===== src/rtl/exu_fpu_wb_ctl_if.sv =====
// FPU writeback bundle: issue tagging, FPU result return, FP/int writeback ports and fflags CSR access.
// The pipeline side drives through master; the writeback controller consumes through slave.
interface exu_fpu_wb_ctl_if;
  logic        issue_valid;
  logic        issue_ready;
  logic [4:0]  issue_rd;
  logic        issue_int_dst;
  logic        fpu_finish;
  logic [31:0] fpu_out;
  logic [4:0]  fpu_fflags;
  logic        flush_lower;
  logic        fp_wen;
  logic [4:0]  fp_waddr;
  logic [31:0] fp_wdata;
  logic        int_wb_valid;
  logic [4:0]  int_wb_rd;
  logic [31:0] int_wb_data;
  logic        int_wb_ready;
  logic        csr_fflags_wen;
  logic [4:0]  csr_fflags_wdata;
  logic [4:0]  fcsr_fflags;
  logic        wb_busy;

  modport master (
    output issue_valid, issue_rd, issue_int_dst, fpu_finish, fpu_out, fpu_fflags,
           flush_lower, int_wb_ready, csr_fflags_wen, csr_fflags_wdata,
    input  issue_ready, fp_wen, fp_waddr, fp_wdata, int_wb_valid, int_wb_rd,
           int_wb_data, fcsr_fflags, wb_busy
  );

  modport slave (
    input  issue_valid, issue_rd, issue_int_dst, fpu_finish, fpu_out, fpu_fflags,
           flush_lower, int_wb_ready, csr_fflags_wen, csr_fflags_wdata,
    output issue_ready, fp_wen, fp_waddr, fp_wdata, int_wb_valid, int_wb_rd,
           int_wb_data, fcsr_fflags, wb_busy
  );
endinterface


===== src/rtl/exu_fpu_wb_ctl.sv =====
// FPU writeback/retire: tags issued ops, queues finished results in order, owns sticky fflags.
// Latency: finish -> write enable next cycle; backpressure: int head waits for int_wb_ready, issue stalls when pending or full.
module exu_fpu_wb_fifo #(
  parameter int WIDTH = 8,
  parameter int DEPTH = 2
) (
  input  logic                         clk,
  input  logic                         rst_l,
  input  logic                         push,
  input  logic [WIDTH-1:0]             push_dat,
  input  logic                         pop,
  output logic [WIDTH-1:0]             head_dat,
  output logic [$clog2(DEPTH+1)-1:0]   count
);
  localparam int AW = $clog2(DEPTH);
  localparam int CW = $clog2(DEPTH+1);

  logic [WIDTH-1:0] mem [DEPTH];
  logic [AW-1:0]    wptr;
  logic [AW-1:0]    rptr;

  // Storage is reset so the head-driven outputs read as zero out of reset.
  always_ff @(posedge clk or negedge rst_l) begin
    if (!rst_l) begin
      for (int i = 0; i < DEPTH; i++) mem[i] <= '0;
      wptr  <= '0;
      rptr  <= '0;
      count <= '0;
    end else begin
      if (push) begin
        mem[wptr] <= push_dat;
        wptr      <= wptr + AW'(1);
      end
      if (pop) rptr <= rptr + AW'(1);
      case ({push, pop})
        2'b10:   count <= count + CW'(1);
        2'b01:   count <= count - CW'(1);
        default: count <= count;
      endcase
    end
  end

  assign head_dat = mem[rptr];
endmodule

module exu_fpu_wb_ctl #(
  parameter int DEPTH = 2
) (
  input  logic             clk,
  input  logic             rst_l,
  exu_fpu_wb_ctl_if.slave  bus
);
  localparam int CW = $clog2(DEPTH+1);

  typedef struct packed {
    logic [4:0]  rd;
    logic        int_dst;
    logic [31:0] data;
    logic [4:0]  fflags;
  } wb_entry_t;

  logic            pend_v;
  logic [4:0]      pend_rd;
  logic            pend_int;
  logic [CW-1:0]   count;
  wb_entry_t       head;
  wb_entry_t       push_ent;
  logic [4:0]      fflags;
  logic            issue_fire;
  logic            push;
  logic            pop;
  logic            empty;

  assign empty       = (count == '0);
  assign bus.issue_ready = ~pend_v & (count < CW'(DEPTH));
  assign issue_fire  = bus.issue_valid & bus.issue_ready & ~bus.flush_lower;
  assign push        = bus.fpu_finish & pend_v & ~bus.flush_lower;

  assign push_ent.rd      = pend_rd;
  assign push_ent.int_dst = pend_int;
  assign push_ent.data    = bus.fpu_out;
  assign push_ent.fflags  = bus.fpu_fflags;

  // A new issue can only be accepted with nothing pending, so it never races the clear.
  always_ff @(posedge clk or negedge rst_l) begin
    if (!rst_l) begin
      pend_v   <= 1'b0;
      pend_rd  <= '0;
      pend_int <= 1'b0;
    end else if (issue_fire) begin
      pend_v   <= 1'b1;
      pend_rd  <= bus.issue_rd;
      pend_int <= bus.issue_int_dst;
    end else if (bus.fpu_finish || bus.flush_lower) begin
      pend_v   <= 1'b0;
    end
  end

  exu_fpu_wb_fifo #(
    .WIDTH ($bits(wb_entry_t)),
    .DEPTH (DEPTH)
  ) u_fifo (
    .clk      (clk),
    .rst_l    (rst_l),
    .push     (push),
    .push_dat (push_ent),
    .pop      (pop),
    .head_dat (head),
    .count    (count)
  );

  assign bus.fp_wen       = ~empty & ~head.int_dst;
  assign bus.int_wb_valid = ~empty &  head.int_dst;
  assign pop              = bus.fp_wen | (bus.int_wb_valid & bus.int_wb_ready);
  assign bus.fp_waddr     = head.rd;
  assign bus.fp_wdata     = head.data;
  assign bus.int_wb_rd    = head.rd;
  assign bus.int_wb_data  = head.data;

  // Retiring flags are ORed after the CSR write so a coincident write cannot lose them.
  always_ff @(posedge clk or negedge rst_l) begin
    if (!rst_l) fflags <= '0;
    else        fflags <= (bus.csr_fflags_wen ? bus.csr_fflags_wdata : fflags)
                          | (pop ? head.fflags : 5'b0);
  end

  assign bus.fcsr_fflags = fflags;
  assign bus.wb_busy     = pend_v | ~empty;
endmodule


===== src/flat_wrapper.sv =====
// flat-port wrapper written by rule: the top's interface ports become plain ports
module exu_fpu_wb_ctl_flat 
#(
  parameter int DEPTH = 2
)
  (clk, rst_l, bus_issue_valid, bus_issue_rd, bus_issue_int_dst, bus_fpu_finish, bus_fpu_out, bus_fpu_fflags, bus_flush_lower, bus_int_wb_ready, bus_csr_fflags_wen, bus_csr_fflags_wdata, bus_issue_ready, bus_fp_wen, bus_fp_waddr, bus_fp_wdata, bus_int_wb_valid, bus_int_wb_rd, bus_int_wb_data, bus_fcsr_fflags, bus_wb_busy);
  exu_fpu_wb_ctl_if bus_i ();
  input  logic clk;
  input  logic rst_l;
  input wire logic [$bits(bus_i.issue_valid)-1:0] bus_issue_valid;
  input wire logic [$bits(bus_i.issue_rd)-1:0] bus_issue_rd;
  input wire logic [$bits(bus_i.issue_int_dst)-1:0] bus_issue_int_dst;
  input wire logic [$bits(bus_i.fpu_finish)-1:0] bus_fpu_finish;
  input wire logic [$bits(bus_i.fpu_out)-1:0] bus_fpu_out;
  input wire logic [$bits(bus_i.fpu_fflags)-1:0] bus_fpu_fflags;
  input wire logic [$bits(bus_i.flush_lower)-1:0] bus_flush_lower;
  input wire logic [$bits(bus_i.int_wb_ready)-1:0] bus_int_wb_ready;
  input wire logic [$bits(bus_i.csr_fflags_wen)-1:0] bus_csr_fflags_wen;
  input wire logic [$bits(bus_i.csr_fflags_wdata)-1:0] bus_csr_fflags_wdata;
  output wire logic [$bits(bus_i.issue_ready)-1:0] bus_issue_ready;
  output wire logic [$bits(bus_i.fp_wen)-1:0] bus_fp_wen;
  output wire logic [$bits(bus_i.fp_waddr)-1:0] bus_fp_waddr;
  output wire logic [$bits(bus_i.fp_wdata)-1:0] bus_fp_wdata;
  output wire logic [$bits(bus_i.int_wb_valid)-1:0] bus_int_wb_valid;
  output wire logic [$bits(bus_i.int_wb_rd)-1:0] bus_int_wb_rd;
  output wire logic [$bits(bus_i.int_wb_data)-1:0] bus_int_wb_data;
  output wire logic [$bits(bus_i.fcsr_fflags)-1:0] bus_fcsr_fflags;
  output wire logic [$bits(bus_i.wb_busy)-1:0] bus_wb_busy;
  assign bus_i.issue_valid = bus_issue_valid;
  assign bus_i.issue_rd = bus_issue_rd;
  assign bus_i.issue_int_dst = bus_issue_int_dst;
  assign bus_i.fpu_finish = bus_fpu_finish;
  assign bus_i.fpu_out = bus_fpu_out;
  assign bus_i.fpu_fflags = bus_fpu_fflags;
  assign bus_i.flush_lower = bus_flush_lower;
  assign bus_i.int_wb_ready = bus_int_wb_ready;
  assign bus_i.csr_fflags_wen = bus_csr_fflags_wen;
  assign bus_i.csr_fflags_wdata = bus_csr_fflags_wdata;
  assign bus_issue_ready = bus_i.issue_ready;
  assign bus_fp_wen = bus_i.fp_wen;
  assign bus_fp_waddr = bus_i.fp_waddr;
  assign bus_fp_wdata = bus_i.fp_wdata;
  assign bus_int_wb_valid = bus_i.int_wb_valid;
  assign bus_int_wb_rd = bus_i.int_wb_rd;
  assign bus_int_wb_data = bus_i.int_wb_data;
  assign bus_fcsr_fflags = bus_i.fcsr_fflags;
  assign bus_wb_busy = bus_i.wb_busy;
  exu_fpu_wb_ctl #(.DEPTH(DEPTH)) u_core (.clk(clk), .rst_l(rst_l), .bus(bus_i));
endmodule

===== config.mk =====
export PLATFORM = sky130hd
export DESIGN_NAME = exu_fpu_wb_ctl_flat
export DESIGN_NICKNAME = d
export VERILOG_FILES = /design/src/rtl/exu_fpu_wb_ctl_if.sv /design/src/rtl/exu_fpu_wb_ctl.sv /design/src/flat_wrapper.sv
export SDC_FILE = /design/constraint.sdc
export NUM_CORES = 1
export LEC_CHECK = 0
export ABC_AREA = 1
export CORE_ASPECT_RATIO = 0.5
export CORE_MARGIN = 2
export CORE_UTILIZATION = 35
export CTS_BUF_LIST = sky130_fd_sc_hd__clkbuf_4
export DETAILED_ROUTE_END_ITERATION = 8
export PLACE_DENSITY = 0.74
export REMOVE_ABC_BUFFERS = 1
export SLEW_MARGIN = 20
export SYNTH_ARGS = -nofsm -noshare
export SYNTH_HDL_FRONTEND = slang
export SYNTH_SLANG_ARGS = --single-unit

===== constraint.sdc =====
create_clock -name clk -period 5.35 [get_ports clk]
set_clock_uncertainty 0.2 [all_clocks]
set_input_delay 1.605 -clock clk [delete_from_list [all_inputs] [get_ports clk]]
set_output_delay 1.605 -clock clk [all_outputs]
set_load 0.01 [all_outputs]

==> run summary, run 1 <==
Status = complete, no violations
Count of final hold-check violations = 0
I/O Pins = 138
CP startpoint kind = flop
Post-Layout Inst Area = 6127 sq um
Max Cap Viol = 0
RSZ-0062 raised after global routing = no
Clock Tree Buf Depth = 2
Synthesized netlist cell count = 577
Initial DRC count = 214
Final min period = 4.213 ns
Post-route DRC = 0
Initial core utilization = 35.50%
Yosys reg bits = 102
Worst Path Required = 3.55 ns
PostCTS Resize Cnt = 0
GRT Residual Overflow = 0
Final period utilization = 78.75%
Layout cells sized above 1 = 5.075%
Total length of routed wires = 10.54 mm
Dpl cell area = 5939 sq um
Die H = 86.56 um
DP Worst Slack = 1.618 ns
CTS Buf Count = 9
Mapped Area = 4771 sq um
Worst Setup SP = u_core.u_fifo.rptr
RePlAce Congestion = 0.7514
Die area = 14640 sq um
Largest net degree at the start of global routing = 77
Setup bufs post-CTS = 0
Antenna-violating nets left = 0
Cell variety after synth = 23
Yosys top cell by area = dfrtp_1
Fillers = 1304
I/O Buffers = 137
Min Hold Slack = 0.3023 ns
Area grow syn2layout = 28.43%
Routed wire per std cell = 12.44 um
HP Class = reg2reg
Worst-Skew Late Latency = 0.46 ns
Initial antenna violation count = 1
Post-DP HPWL = 7.170 mm
Setup_tns = 0 ns
Reg2reg start = u_core.u_fifo.rptr
Vias in the first global route = 3658
Crit path DAT = 2.41 ns
Worst R2R Path Depth = 9
Total track usage = 15.03%
CTS Root Cell = clkbuf_4
Final WS setup = 1.137 ns
P_leak = 3.059 nW
First-pass GRT wire length = 17.40 mm
DR vias/cell = 4.449
CTS tree = built
Width of the die = 169.1 um
Max Freq = 237.3 MHz
Yosys top cell area share = 53.50%
Crit. End Element = output port
Clock-pin transition on the worst setup and hold timing paths = 0.15 ns
Multi-input logic area = 1535 sq um
Hold-fix buffers, CTS = 0
Max Slew Vio Count = 0
Via Count = 3768
YS warnings = 0
DRT Pass-1 Iters = 5
Critical path class = reg2out
H-tree Lvls = 3
Layout Nets = 721
Synth area leaders = dfrtp_1 54%, nand2_1 18%, o21ai_1 6.6%, buf_4 5.8%, inv_1 4.4%
CORE AREA = 13440 sq um
Setup slack, reg-to-reg = 2.87 ns
PD cells = 589.2 nW/um^2
CP max FO = 44
Seq/Total Area, Yosys = 53.50%
FF/Latch Area = 2552 sq um
End of the critical path = bus_fp_wen
Maximum VDD drop = 0.0002237 V
# rows = 30
Worst Tran Pin Value = 0.9471 ns
Reg-to-Reg End = u_core.u_fifo.count[1]
Setup violations, final = 0
Clk sinks = 102
Average cell area after synthesis = 8.268 sq um
Worst rel slew slack = 36.86%
## stage by stage
stage | utilization, % | power [mW] | cells
final | 45.60 | 3.610 | 847
after global routing | 45.60 | 3.893 | 847
after floorplan | - | 2.125 | 511
after CTS | 45.58 | 3.651 | 846
after global placement | 44.20 | 3.104 | 830
after detailed placement | 44.20 | 3.152 | 830
## state kept, by name, summed over array words and instances, names as in the netlist
register,count
u_core.pend_rd,5
u_core.u_fifo.wptr,1
u_core.u_fifo.count,2
u_core.u_fifo.rptr,1
u_core.pend_v,1
u_core.u_fifo.mem,86
u_core.pend_int,1
u_core.bus.fcsr_fflags,5
## metal layers
| metal | global-route usage, % | up-vias | part of all wire (%) |
|---|---|---|---|
| met5 | 0 | - | 0 |
| met4 | 4.196 | 0 | 1.0 |
| met3 | 3.744 | 9 | 3.2 |
| met2 | 27.01 | 53 | 52 |
| met1 | 18.26 | 1790 | 44 |
| li1 | - | 1916 | - |
## power breakdown
group | total [mW] | internal [mW] | switching (mW)
clock | 0.491 | 0.241 | 0.250
sequential | 1.28 | 1.11 | 0.172
combinational | 1.84 | 0.944 | 0.898
## critical path, cell delays in order, from the launching register on
cell and delay, ns:
dfrtp_1 0.41, inv_2 0.61, nand2_1 0.15, nand2_1 0.13, inv_1 0.05, nor2_1 0.07, clkdlybuf4s50_1 0.53
## kinds of logic after synthesis
family,share of synthesized area [%]
AO/OA/AOI/OAI,10.36
multiplexers,1.049
flip-flops,53.50
AND/OR/NAND/NOR,20.14
XOR/XNOR,0.3672
buffers and inverters,14.32
adder cells (fa/ha/maj),0.2622
## final cells by class
cell class	count	share of cell area, %
antenna	1	0.04084
clock inverter	6	1.797
clock buffer	10	1.225
sequential	102	41.66
tap	176	3.594
inverter	58	3.553
multi-input combinational	351	25.06
timing repair buffer	143	23.08
## cell usage after synthesis
master      n
xor2_1      1
a21oi_1     6
clkbuf_2    1
o21ai_2     7
mux2i_1     5
buf_1       3
dfrtp_1   102
buf_2       8
clkbuf_1    8
inv_2       2
nand3_1     9
o31ai_1     1
nand2_2     2
buf_6       9
nand2_1   229
o21ai_1    63
nor2_1      9
ha_1        1
inv_1      56
xnor2_1     1
buf_4      37
nand3_2     1
o21ai_0    16
## worst min-delay path by stage
stage	from	endpoint	slack [ns]	cells after the start
3_3_place_gp	u_core.u_fifo.mem[33]	u_core.u_fifo.mem[33]	0.26	2
4_1_cts	u_core.u_fifo.mem[32]	u_core.u_fifo.mem[32]	0.31	2
2_1_floorplan	u_core.u_fifo.mem[37]	u_core.u_fifo.mem[37]	0.25	2
5_1_grt	u_core.u_fifo.mem[32]	u_core.u_fifo.mem[32]	0.32	2
6_report	u_core.u_fifo.mem[32]	u_core.u_fifo.mem[32]	0.30	2
3_5_place_dp	u_core.u_fifo.mem[32]	u_core.u_fifo.mem[32]	0.27	2
## layout by cell type (no fill, tap or decap)
cell	instances
nand3_1	9
mux2i_1	5
clkdlybuf4s50_1	136
dfrtp_1	102
ha_1	1
nor2_1	9
nand3_2	1
clkbuf_4	10
bufinv_16	3
inv_1	56
o31ai_1	1
clkinvlp_4	1
clkinv_1	1
xor2_1	1
o21ai_0	16
clkinv_4	1
diode_2	1
nand2_1	229
inv_2	2
o21ai_2	7
xnor2_1	1
a21oi_1	6
buf_4	7
nand2_2	2
o21ai_1	63
Note: power is estimated with default switching activity, not from simulation.
==> run 2: changes to the inputs <==
--- a/config.mk
+++ b/config.mk
@@ -11,7 +11,7 @@
 export CORE_UTILIZATION = 35
 export CTS_BUF_LIST = sky130_fd_sc_hd__clkbuf_4
 export DETAILED_ROUTE_END_ITERATION = 8
-export PLACE_DENSITY = 0.74
+export PLACE_DENSITY = 0.76
 export REMOVE_ABC_BUFFERS = 1
 export SLEW_MARGIN = 20
 export SYNTH_ARGS = -nofsm -noshare
==> constraint.sdc (replaced) <==
create_clock -name clk -period 3.8 [get_ports clk]
set_clock_uncertainty 0.2 [all_clocks]
set_input_delay 1.14 -clock clk [delete_from_list [all_inputs] [get_ports clk]]
set_output_delay 1.14 -clock clk [all_outputs]
set_load 0.01 [all_outputs]
==> run summary, run 2 (same netlist as run 1, synthesis figures left out) <==
P_leak = 3.074 nW (+0.49%)
DR vias/cell = 4.506 (+1.3%)
Initial DRC count = 242 (+13%)
Antenna-violating nets left = 0 (unchanged)
Crit. End Element = output port
Post-DP HPWL = 7.328 mm (+2.2%)
Clk sinks = 102 (unchanged)
Max Cap Viol = 0 (unchanged)
Hold-fix buffers, CTS = 0 (unchanged)
CORE AREA = 13440 sq um (unchanged)
Count of final hold-check violations = 0 (unchanged)
Reg with most FFs = u_core.u_fifo.mem
Worst Path Required = 2.46 ns (-1.09 ns)
Maximum VDD drop = 0.0002972 V (+33%)
Setup violations, final = 0 (unchanged)
# rows = 30 (unchanged)
Largest register FFs = 86 (unchanged)
ANT cells = 0 (-1)
Final period utilization = 92.70%
RSZ-0062 raised after global routing = no
I/O Buffers = 137 (unchanged)
CTS Root Cell = clkbuf_4
PostCTS Resize Cnt = 0 (unchanged)
Clock Tree Buf Depth = 2 (unchanged)
Status = complete, no violations
Most common cell after layout, fill and taps aside = nand2_1
GRT Residual Overflow = 0 (unchanged)
Setup_tns = 0 ns (unchanged)
Via Count = 3812 (+1.2%)
Critical path class = reg2out
Width of the die = 169.1 um (unchanged)
Initial core utilization = 35.50% (unchanged)
Final min period = 3.523 ns
PD cells = 819.8 nW/um^2 (+39%)
Layout cells sized above 1 = 5.224% (+0.15 points)
Most frequent cells in the layout = 229 x nand2_1, 136 x clkdlybuf4s50_1, 102 x dfrtp_1, 63 x o21ai_1, 56 x inv_1
CP startpoint kind = flop
Max Freq = 283.9 MHz
CTS tree = built
Tot Pwr = 5.043 mW (+40%)
I/O Pins = 138 (unchanged)
First-pass GRT wire length = 17.50 mm (+0.56%)
Clock-pin transition on the worst setup and hold timing paths = 0.14 ns (about the same)
WHS Path Cells = 2 (unchanged)
Die H = 86.56 um (unchanged)
Setup bufs post-CTS = 0 (unchanged)
Worst rel slew slack = 53.04% (+16 points)
Post-route DRC = 0 (unchanged)
Initial antenna violation count = 0 (-1)
Total track usage = 14.97% (-0.060 points)
Worst-Skew Late Latency = 0.45 ns (about the same)
Routed wire per std cell = 12.41 um (-0.21%)
Die area = 14640 sq um (unchanged)
CTS Buf Count = 9 (unchanged)
Area grow syn2layout = 28.93%
HP Class = reg2reg
Layout Nets = 721 (unchanged)
RePlAce Congestion = 0.7608 (+1.3%)
H-tree Lvls = 3 (unchanged)
Vias in the first global route = 3731 (+2.0%)
Worst R2R Path Depth = 9 (unchanged)
Crit path DAT = 2.18 ns (-0.23 ns)
DRT Pass-1 Iters = 4 (-1)
CP max FO = 44 (unchanged)
Worst Tran Pin Value = 0.7044 ns (-0.2428 ns)
Largest net degree at the start of global routing = 87 (+13%)
Max Slew Vio Count = 0 (unchanged)
Total length of routed wires = 10.50 mm (-0.33%)
==> run 2: cell types whose count changed in the layout (fill, tap and decap cells not counted), sizes merged <==
cell	delta
bufinv	-1
clkinv	+1
diode	-1
==> run 2: per-stage QoR <==
stage	setup WS, ns	instance area (sq um)	std cells	utilization, %	hold WS, ns
final	0.2772	6151	846	45.77	0.2995
after global routing	0.07693	6151	846	45.77	0.3242
after CTS	0.2229	6151	846	45.77	0.3011
after detailed placement	0.7580	5989	830	44.57	0.2691
after global placement	0.7699	5989	830	44.57	0.2642
after floorplan	0.6545	4305	511	-	0.2530
==> run 2: critical path: stages (launching register included) <==
cell and delay (ns):
dfrtp_1 0.38, buf_4 0.45, nand2_1 0.14, nand2_1 0.11, inv_1 0.04, nor2_1 0.08
clkdlybuf4s50_1 0.54
==> run 2: routing by layer <==
metal  part of all wire (%)  wire [um]  track usage, %
met1                     43       4538           17.80
met2                     51       5404           26.90
met3                    3.8        404           4.292
met4                    1.5        153           4.274
met5                      0          0               0
==> run 2: final cells by class <==
class,instances,area (sq um)
clock buffers,10,75.07
fillers,1266,7287
repair buffers,143,1464
inverters,58,217.7
clock inverters,6,86.33
well taps,176,220.2
flip-flops and latches,102,2552
multi-input cells,351,1535
==> run 2: where the power goes <==
group	total, mW	internal [mW]	switching, mW
clock network	0.619	0.273	0.345
logic	2.62	1.35	1.26
registers	1.81	1.56	0.251
==> run 2: final timing paths <==
path                                             from                     end  slack (ns)
worst max-delay path               u_core.u_fifo.rptr              bus_fp_wen        0.28
worst min-delay path            u_core.u_fifo.mem[45]   u_core.u_fifo.mem[45]        0.30
worst max register to register     u_core.u_fifo.rptr  u_core.u_fifo.count[1]        1.57
worst min register to register  u_core.u_fifo.mem[45]   u_core.u_fifo.mem[45]        0.30
max in group asynchronous                       rst_l   u_core.u_fifo.mem[50]        2.17
min in group asynchronous                       rst_l   u_core.u_fifo.mem[22]        0.52
==> run 3: changes to the inputs <==
--- a/config.mk
+++ b/config.mk
@@ -11,9 +11,12 @@
 export CORE_UTILIZATION = 35
 export CTS_BUF_LIST = sky130_fd_sc_hd__clkbuf_4
 export DETAILED_ROUTE_END_ITERATION = 8
+export GPL_ROUTABILITY_DRIVEN = 0
+export GPL_TIMING_DRIVEN = 0
 export PLACE_DENSITY = 0.76
 export REMOVE_ABC_BUFFERS = 1
 export SLEW_MARGIN = 20
 export SYNTH_ARGS = -nofsm -noshare
 export SYNTH_HDL_FRONTEND = slang
+export SYNTH_HIERARCHICAL = 1
 export SYNTH_SLANG_ARGS = --single-unit
==> run summary, run 3 <==
Antenna-violating nets left = 0 (unchanged)
CTS Buf Count = 9 (unchanged)
Clock power share = 10.4% (-1.9 points)
Largest net degree at the start of global routing = 83 (-4.6%)
Post-route DRC = 0 (unchanged)
Mapped Area = 4837 sq um (+1.4%)
Largest register FFs = 86 (unchanged)
# rows = 30 (unchanged)
Clock-pin transition on the worst setup and hold timing paths = 0.15 ns (about the same)
Reg2reg start = u_core/u_fifo/rptr
Vias in the first global route = 3560 (-4.6%)
CP startpoint kind = flop
Power share of the sequential group = 38.4% (+2.5 points)
I/O Buffers = 137 (unchanged)
Clock Tree Buf Depth = 2 (unchanged)
Crit. End Element = output port
Average cell area after synthesis = 8.171 sq um (-1.2%)
CTS Root Cell = clkbuf_4
Hold-fix buffers, CTS = 0 (unchanged)
Total length of routed wires = 10.23 mm (-2.6%)
CTS tree = built
Worst-Skew Late Latency = 0.45 ns (about the same)
PD cells = 775.6 nW/um^2 (-5.4%)
Maximum VDD drop = 0.0002903 V (-2.3%)
Width of the die = 170.3 um (+0.68%)
Clk sinks = 102 (unchanged)
Crit path DAT = 2.31 ns (+0.13 ns)
Count of final hold-check violations = 0 (unchanged)
Final min period = 3.650 ns (+0.1270 ns)
Switching share of total power = 37.45% (+0.57 points)
Tot Pwr = 4.828 mW (-4.3%)
Yosys top cell area share = 52.77% (-0.73 points)
Reg with most FFs = u_core/u_fifo/mem
ANT cells = 0 (unchanged)
Yosys top cell by area = dfrtp_1
Setup bufs post-CTS = 0 (unchanged)
Min-delay src = u_core/pend_rd[0]
Initial antenna violation count = 0 (unchanged)
HP Class = reg2reg
Post-synth top cells = 162 x nand2_1, 104 x o21ai_0, 102 x dfrtp_1
Total track usage = 14.34% (-0.63 points)
DR vias/cell = 4.404 (-2.3%)
Critical path class = reg2out
P_sw = 1.808 mW (-2.8%)
Int Pwr = 3.020 mW (-5.1%)
Combinational power share = 51.3% (-0.6 points)
Worst rel slew slack = 68.31% (+15 points)
Most common cell after layout, fill and taps aside = nand2_1
Routed met2 length = 5.293 mm (-2.1%)
Post-DP HPWL = 7.269 mm (-0.81%)
Highest metal used = met4
Synth area leaders = dfrtp_1 53%, nand2_1 13%, o21ai_0 11%, inv_1 7.8%, buf_4 5.7%
Most frequent cells in the layout = 161 x nand2_1, 136 x clkdlybuf4s50_1, 104 x o21ai_0, 101 x dfrtp_1, 100 x inv_1
P_leak = 2.953 nW (-3.9%)
Worst Setup SP = u_core/u_fifo/rptr
Fillers = 1305 (+3.1%)
Final period utilization = 96.05% (+3.3 points)
Layout cells sized above 1 = 4.978% (-0.25 points)
Area grow syn2layout = 28.69%
DRT Pass-1 Iters = 4 (unchanged)
Max Cap Viol = 0 (unchanged)
Post-synth top flop = dfrtp_1
YS warnings = 6 (+6)
Min Hold Slack = 0.2892 ns (-0.01025 ns)
Cell variety after synth = 23 (unchanged)
M1 wire length = 4.468 mm (-1.5%)
Setup_tns = 0 ns (unchanged)
Worst Tran Pin Value = 0.4754 ns (-0.2290 ns)
Synth async-reset ratio = 100.0% (unchanged)
Initial core utilization = 35.80% (+0.29 points)
CORE AREA = 13510 sq um (+0.56%)
Status = complete, no violations
Yosys reg bits = 102 (unchanged)
Worst Path Required = 2.46 ns (about the same)
Initial DRC count = 293 (+21%)
GRT Residual Overflow = 0 (unchanged)
Via Count = 3783 (-0.76%)
First-pass GRT wire length = 17.11 mm (-2.2%)
I/O Pins = 138 (unchanged)
Max Freq = 274.0 MHz (-3.5%)
Setup violations, final = 0 (unchanged)
Met3 Routed Length = 297 um (-26%)
Routed wire per std cell = 11.91 um (-4.1%)
H-tree Lvls = 3 (unchanged)
Layout Nets = 734 (+1.8%)
CP max FO = 68 (+55%)
PostCTS Resize Cnt = 0 (unchanged)
RSZ-0062 raised after global routing = no
Post-synth EDFFs = 0 (unchanged)
Die H = 87.13 um (+0.66%)
Max Slew Vio Count = 0 (unchanged)
Synthesized netlist cell count = 592 (+2.6%)
Most frequent cell after synthesis = nand2_1
Seq/Total Area, Yosys = 52.77% (-0.73 points)
Die area = 14830 sq um (+1.3%)
[run 3: changes by cell type in the layout (fill, tap and decap cells not counted), moves of 3 or more]
cell,before,now
inv_1,56,100
o21ai_0,16,104
nand2_1,229,161
o21ai_1,63,26
nor2_1,9,3
nand3_1,9,12
buf_16,0,3
buf_4,3,0
mux2i_1,5,0
buf_12,4,1
a21oi_1,6,1
[run 3: worst paths after layout]
check	endpoint	depth (start not counted)	slack, ns
setup / recovery	bus_int_wb_rd[2]	3	0.15
hold / removal	u_core/pend_rd[0]	2	0.29
setup reg to reg	u_core/u_fifo/count[1]	7	1.67
hold reg to reg	u_core/pend_rd[0]	2	0.29
max in group asynchronous	u_core/u_fifo/rptr	2	2.39
min in group asynchronous	u_core/u_fifo/mem[31]	1	0.34
[run 3: kinds of logic after synthesis]
family | after synthesis | share of synthesized area, %
compound gates | 136 | 14.46
xor+xnor | 2 | 0.3622
fa+ha+maj | 1 | 0.2586
buf+inv | 168 | 17.02
flops | 102 | 52.77
simple gates | 183 | 15.13
[run 3: through the flow]
| stage | cell area (sq um) | std cells | util (%) | setup WS (ns) |
|---|---|---|---|---|
| 6_report | 6225 | 859 | 46.06 | 0.1502 |
| 5_1_grt | 6225 | 859 | 46.06 | 0.009207 |
| 4_1_cts | 6225 | 859 | 46.06 | 0.1082 |
| 3_5_place_dp | 6106 | 843 | 45.19 | 0.5555 |
| 3_3_place_gp | 5988 | 839 | 44.31 | -2.426 |
| 2_1_floorplan | 4397 | 526 | - | 0.3885 |
[run 3: layout make-up]
class / count / area (sq um) / area share (%)
clock buffers: 11 / 82.58 / 1.327
well taps: 176 / 220.2 / 3.538
inverters: 102 / 382.9 / 6.151
clock inverters: 5 / 36.28 / 0.5829
repair buffers: 141 / 1475 / 23.70
multi-input cells: 322 / 1471 / 23.64
flip-flops and latches: 102 / 2556 / 41.07
[run 3: power by group through the flow]
stage	Sequential (mW)	Clock (mW)	Combinational (mW)
after global routing	1.92	0.561	2.74
final	1.85	0.500	2.47
after detailed placement	1.87	0	2.50
after global placement	1.94	0	2.31
after CTS	1.85	0.516	2.51
after floorplan	1.86	0	1.08
[run 3: metal layers]
metal  up-vias  track usage (%)
met5         -                0
met4         0            5.361
met3        12            2.862
met2        48            25.28
met1      1770            17.68
li1       1953                -
[run 3: worst max-delay path, stage by stage, from the launching register on]
cell and delay [ns]:
dfrtp_4 0.61, buf_16 0.24, o21ai_0 0.38, clkdlybuf4s50_1 0.62
==> variant 1, RTL diff (flow settings as in run 2) <==
`DEPTH` is set to 2 in 3 places; all go to 4.
--- a/src/rtl/exu_fpu_wb_ctl.sv
+++ b/src/rtl/exu_fpu_wb_ctl.sv
@@ -3,5 +3,5 @@
 module exu_fpu_wb_fifo #(
   parameter int WIDTH = 8,
-  parameter int DEPTH = 2
+  parameter int DEPTH = 4
 ) (
   input  logic                         clk,
@@ -45,5 +45,5 @@
 
 module exu_fpu_wb_ctl #(
-  parameter int DEPTH = 2
+  parameter int DEPTH = 4
 ) (
   input  logic             clk,
--- a/src/flat_wrapper.sv
+++ b/src/flat_wrapper.sv
@@ -2,5 +2,5 @@
 module exu_fpu_wb_ctl_flat 
 #(
-  parameter int DEPTH = 2
+  parameter int DEPTH = 4
 )
   (clk, rst_l, bus_issue_valid, bus_issue_rd, bus_issue_int_dst, bus_fpu_finish, bus_fpu_out, bus_fpu_fflags, bus_flush_lower, bus_int_wb_ready, bus_csr_fflags_wen, bus_csr_fflags_wdata, bus_issue_ready, bus_fp_wen, bus_fp_waddr, bus_fp_wdata, bus_int_wb_valid, bus_int_wb_rd, bus_int_wb_data, bus_fcsr_fflags, bus_wb_busy);
Function: changed (a bounded check fails within 10 cycles, from zero or initial values and one cycle with rst_l low).
==> variant 1 against run 2 <==
- setup slack lost 0.18 ns
- sequential cell count rose by 89
- area after synthesis up 80%
- combinational power increased by 73%
- global-route usage up 1.1 points
- critical endpoint is now bus_fp_wdata[13]
- synthesized cell count grew 70%
- final area grew 68%
- total power is 74% higher
- hold slack gained 0.0028 ns
- routed wire length increased by 96%
==> variant 1: results (changes against run 2) <==
[power]
p_comb_mw=4.54  ; was 2.62 mW
switching_share_pct=39.3  ; was 36.9%
leakage_nw=4.73  ; was 3.07 nW
ir_drop_mv=0.400  ; was 0.297 mV
powerClk_mw=1.00  ; was 619 uW

[worst_setup_path]
r2r_slack_ns=1.08  ; was 1.57 ns
max_stage_delay_ns=0.61  ; was 0.54 ns
worstSetupEndpoint=bus_fp_wdata[13]  ; was bus_fp_wen
regToRegEndpoint=u_core.u_fifo.count[2]  ; was u_core.u_fifo.count[1]
cp-startpoint=u_core.u_fifo.rptr[1]  ; was u_core.u_fifo.rptr
cp_max_fo=17  ; was 44

[place]
post-place-ws_ns=0.477  ; was 0.758 ns
dp_hpwl_um=13200  ; was 7330 um
dpl-instance-area_um2=9980  ; was 5990 um^2

[routing]
viasPerCell=4.98  ; was 4.51
dr.pass1.iters=6  ; was 4
wl_um=20600  ; was 10500 um
wl_met3_um=658  ; was 404 um
wl_met1_um=9150  ; was 4540 um
drtIter0Drc=488  ; was 242

[final_layout]
regArea_um2=4780  ; was 2550 um^2
n_antenna_cell=1  ; was 0
multi_input_area_um2=3040  ; was 1540 um^2
multi_input_gates=636  ; was 351
fin_nets=1117  ; was 721
n_all_inverters=53  ; was 58
n_fill_cell=2269  ; was 1266
drive_gt1_share_pct=6.83  ; was 5.22%
nonClkBufAreaFrac_pct=16.0  ; was 23.8%
signal_buffers=157  ; was 143
area_growth_pct=20.5  ; was 28.9%

[yosys]
synthXorXnorAreaFrac_pct=0.409  ; was 0.367%
ys_types=24  ; was 23
synth_fa_ha_area_share_pct=0.964  ; was 0.262%
synth.area.mux_share_pct=0.716  ; was 1.05%
ys_top_cells_by_count=nand2_1, dfrtp_1, o21ai_1, o21ai_0, nor2_1  ; was nand2_1, dfrtp_1, o21ai_1, inv_1, buf_4
synth_area_per_cell_um2=8.71  ; was 8.27 um^2
yosysSeqAreaShare_pct=55.8  ; was 53.5%
synth-compound-area-share_pct=18.3  ; was 10.4%
synth_area_leaders=dfrtp_1, o21ai_1, nand2_1, o21ai_0, nor2_1  ; was dfrtp_1, nand2_1, o21ai_1, buf_4, inv_1

[timing]
worst_pin_slew_ns=0.718  ; was 0.704 ns
setup_slack_ns=0.0982  ; was 0.277 ns
holdWs_ns=0.302  ; was 0.299 ns

[clocking]
cts_num_sinks=191  ; was 102
ctsHtreeMaxLevel=4  ; was 3
worstSkewPairLatency_ns=0.57  ; was 0.45 ns
numCtsBuffers=17  ; was 9

[outcome]
run_status=finished, final reports clean  ; unchanged

[grt]
gr-usage-met2_pct=28.0  ; was 26.9%
use_met1_pct=20.8  ; was 17.8%
grt.met3_usage_pct=2.36  ; was 4.29%
grtUsageTotal_pct=16.1  ; was 15.0%
grt_pass1_vias=6596  ; was 3731
grt_pass1_wl_um=33300  ; was 17500 um
antenna_found_initial=1  ; was 0

[min_path]
hold_path_end=u_core.u_fifo.mem[92]  ; was u_core.u_fifo.mem[45]
hp-start=u_core.u_fifo.mem[92]  ; was u_core.u_fifo.mem[45]

==> variant 1: cell types whose count changed in the layout (fill, tap and decap cells not counted), sizes merged, moves of 2 or more <==
cell,run 2,this run
xor2,1,3
inv,58,53
clkbuf,10,17
dfrtp,102,191
a21oi,6,8
nand2,231,216
o21ai,86,259
ha,1,5
buf,7,21
nor2,9,89
clkinv,3,10
o22ai,0,37
clkinvlp,1,4
==> variant 1: timing repair <==
| item | in CTS | in global routing |
|---|---|---|
| hold buffers | 0 | 0 |
| setup endpoints to repair | 24 | 26 |
| gates resized for setup | 2 | 16 |
| pin swaps | 0 | 1 |
==> variant 1: metrics by stage <==
| stage | std cells | utilization, % |
|---|---|---|
| after floorplan | 880 | - |
| after global placement | 1352 | 41.5 |
| after detailed placement | 1352 | 41.5 |
| after CTS | 1384 | 42.6 |
| after global routing | 1385 | 43.0 |
| final | 1385 | 43.0 |
==> variant 1: worst min-delay path: stages (launching register included) <==
cell	delay, ns
dfrtp_1	0.37
nand2_1	0.05
o21ai_1	0.06
==> variant 2, RTL diff (flow settings as in run 2) <==
Made on the original files. Reset style: synchronous (`rst_l`), changed in 3 clocked blocks.
--- a/src/rtl/exu_fpu_wb_ctl.sv
+++ b/src/rtl/exu_fpu_wb_ctl.sv
@@ -21,5 +21,5 @@
 
   // Storage is reset so the head-driven outputs read as zero out of reset.
-  always_ff @(posedge clk or negedge rst_l) begin
+  always_ff @(posedge clk) begin
     if (!rst_l) begin
       for (int i = 0; i < DEPTH; i++) mem[i] <= '0;
@@ -83,5 +83,5 @@
 
   // A new issue can only be accepted with nothing pending, so it never races the clear.
-  always_ff @(posedge clk or negedge rst_l) begin
+  always_ff @(posedge clk) begin
     if (!rst_l) begin
       pend_v   <= 1'b0;
@@ -119,5 +119,5 @@
 
   // Retiring flags are ORed after the CSR write so a coincident write cannot lose them.
-  always_ff @(posedge clk or negedge rst_l) begin
+  always_ff @(posedge clk) begin
     if (!rst_l) fflags <= '0;
     else        fflags <= (bus.csr_fflags_wen ? bus.csr_fflags_wdata : fflags)
Formal check against the unedited RTL: differs if rst_l is asserted again (counterexample within 4 cycles, from zero or initial values and one cycle with rst_l low); with rst_l held inactive, the same outputs for 10 cycles.
==> variant 2 against run 2 <==
- maximum frequency shrank 0.79%
- count of clock-buffer cells in the layout increased by 2
- routed wire length shrank 3.3%
- final area fell by 0.22%
- area after synthesis shrank 0.39%
- sequential cell count grew 1
- setup slack worse by 0.028 ns
- critical endpoint unchanged
Power is not compared: it rests on default switching activity, and its combinational part moved more than twofold at a synthesized area within 25%.
==> variant 2: results (changes against run 2) <==
[final_layout]
nonClkBufAreaFrac_pct=23.7  ; was 23.8%
multi_input_gates=280  ; was 351
n_all_inverters=53  ; was 58
n_antenna_cell=0  ; unchanged
signal_buffers=145  ; was 143
drive_gt1_share_pct=7.20  ; was 5.22%
multi_input_area_share_pct=19.6  ; was 25.0%
regArea_um2=2920  ; was 2550 um^2
clock_buffers=12  ; was 10
final_cells=773  ; was 846
n_fill_cell=1200  ; was 1266
fin_nets=648  ; was 721
clk_share_pct=2.26  ; was 2.62%

[place]
place_congestion=0.753  ; was 0.761
place_inst=757  ; was 830
dp_hpwl_um=7090  ; was 7330 um

[routing]
drtIter0Drc=177  ; was 242
viasPerCell=4.37  ; was 4.51
wl_um=10200  ; was 10500 um
wl_met1_um=4120  ; was 4540 um
wl_met3_um=271  ; was 404 um
routed-wl-met2_um=5680  ; was 5400 um

[clocking]
worstSkewPairLatency_ns=0.43  ; was 0.45 ns
cts_buffer_depth=2  ; unchanged

[yosys]
synth_edf_count=86  ; was 0
ys_ff_latch=103  ; was 102
ys_top_cells_by_count=nand2_1, edfxtp_1, nor2_1, inv_1, buf_4  ; was nand2_1, dfrtp_1, o21ai_1, inv_1, buf_4
yosysSeqAreaShare_pct=61.5  ; was 53.5%
postSynthCellCount=493  ; was 577
synth_area_leaders=edfxtp_1, nand2_1, dfxtp_1, nor2_1, buf_4  ; was dfrtp_1, nand2_1, o21ai_1, buf_4, inv_1
synthArstFlopShare_pct=0  ; was 100%
ys_types=24  ; was 23

[grt]
grt_max_degree=45  ; was 87
grtUsageTotal_pct=13.9  ; was 15.0%
grt_pass1_vias=3286  ; was 3731
grt_pass1_wl_um=16000  ; was 17500 um
antenna_found_initial=0  ; unchanged

[outcome]
run_status=finished, final reports clean  ; unchanged

[worst_setup_path]
regToRegEndpoint=u_core.u_fifo.count[1]  ; unchanged
cp_max_fo=43  ; was 44
r2r_slack_ns=1.59  ; was 1.57 ns
arrival_ns=2.21  ; was 2.18 ns

[timing]
holdWs_ns=0.299  ; about the same
worst_pin_slew_ns=0.552  ; was 0.704 ns

[min_path]
hold_path_end=u_core.pend_rd[0]  ; was u_core.u_fifo.mem[45]
hold_depth=2  ; unchanged
hp-start=u_core.pend_rd[0]  ; was u_core.u_fifo.mem[45]

-- variant 2: cell count changes in the layout (fill, tap and decap cells not counted), sizes merged, moves of 9 or more --
cell and delta:
dfrtp -102, nor2 +85, a21oi +9, o21ai -79, dfxtp +17, edfxtp +86
nand2 -90
-- variant 2: where the power goes --
| group | leakage (nW) | internal, mW | switching [mW] | total, mW |
|---|---|---|---|---|
| clock | 0.0712 | 0.222 | 0.334 | 0.555 |
| combinational | 1.51 | 0.609 | 0.625 | 1.23 |
| sequential | 1.03 | 1.29 | 0.0298 | 1.32 |
| total | 2.61 | 2.12 | 0.988 | 3.11 |
-- variant 2: tightest hold or removal path, stage by stage (launching register included) --
cell and delay [ns]:
dfxtp_1 0.33, inv_1 0.08, a21oi_1 0.06
-- variant 2: routing by layer --
| metal | track usage, % | vias to the layer above |
|---|---|---|
| met3 | 3.06 | 7 |
| met2 | 27.8 | 42 |
| li1 | - | 1708 |
| met1 | 15.5 | 1618 |
| met5 | 0 | - |
| met4 | 2.51 | 0 |
-- variant 2: per-stage QoR --
stage | power (mW) | area (um^2) | worst slack (ns) | util [%]
2_1_floorplan | 1.85 | 4320 | 0.490 | -
3_3_place_gp | 2.57 | 6000 | 0.669 | 44.8
3_5_place_dp | 2.59 | 6000 | 0.632 | 44.8
4_1_cts | 3.13 | 6140 | 0.221 | 45.8
5_1_grt | 3.26 | 6140 | 0.0975 | 45.8
6_report | 3.11 | 6140 | 0.249 | 45.8
-- variant 2: cells by family (layout without fill, tap and decap cells) --
group | after synthesis | after routing | share of synthesized area, %
flip-flops | 103 | 103 | 61.5
AND/OR/NAND/NOR | 251 | 251 | 21.6
AO/OA/AOI/OAI | 28 | 28 | 3.24
adder cells (fa/ha/maj) | 1 | 1 | 0.263
buffers and inverters | 110 | 214 | 13.3
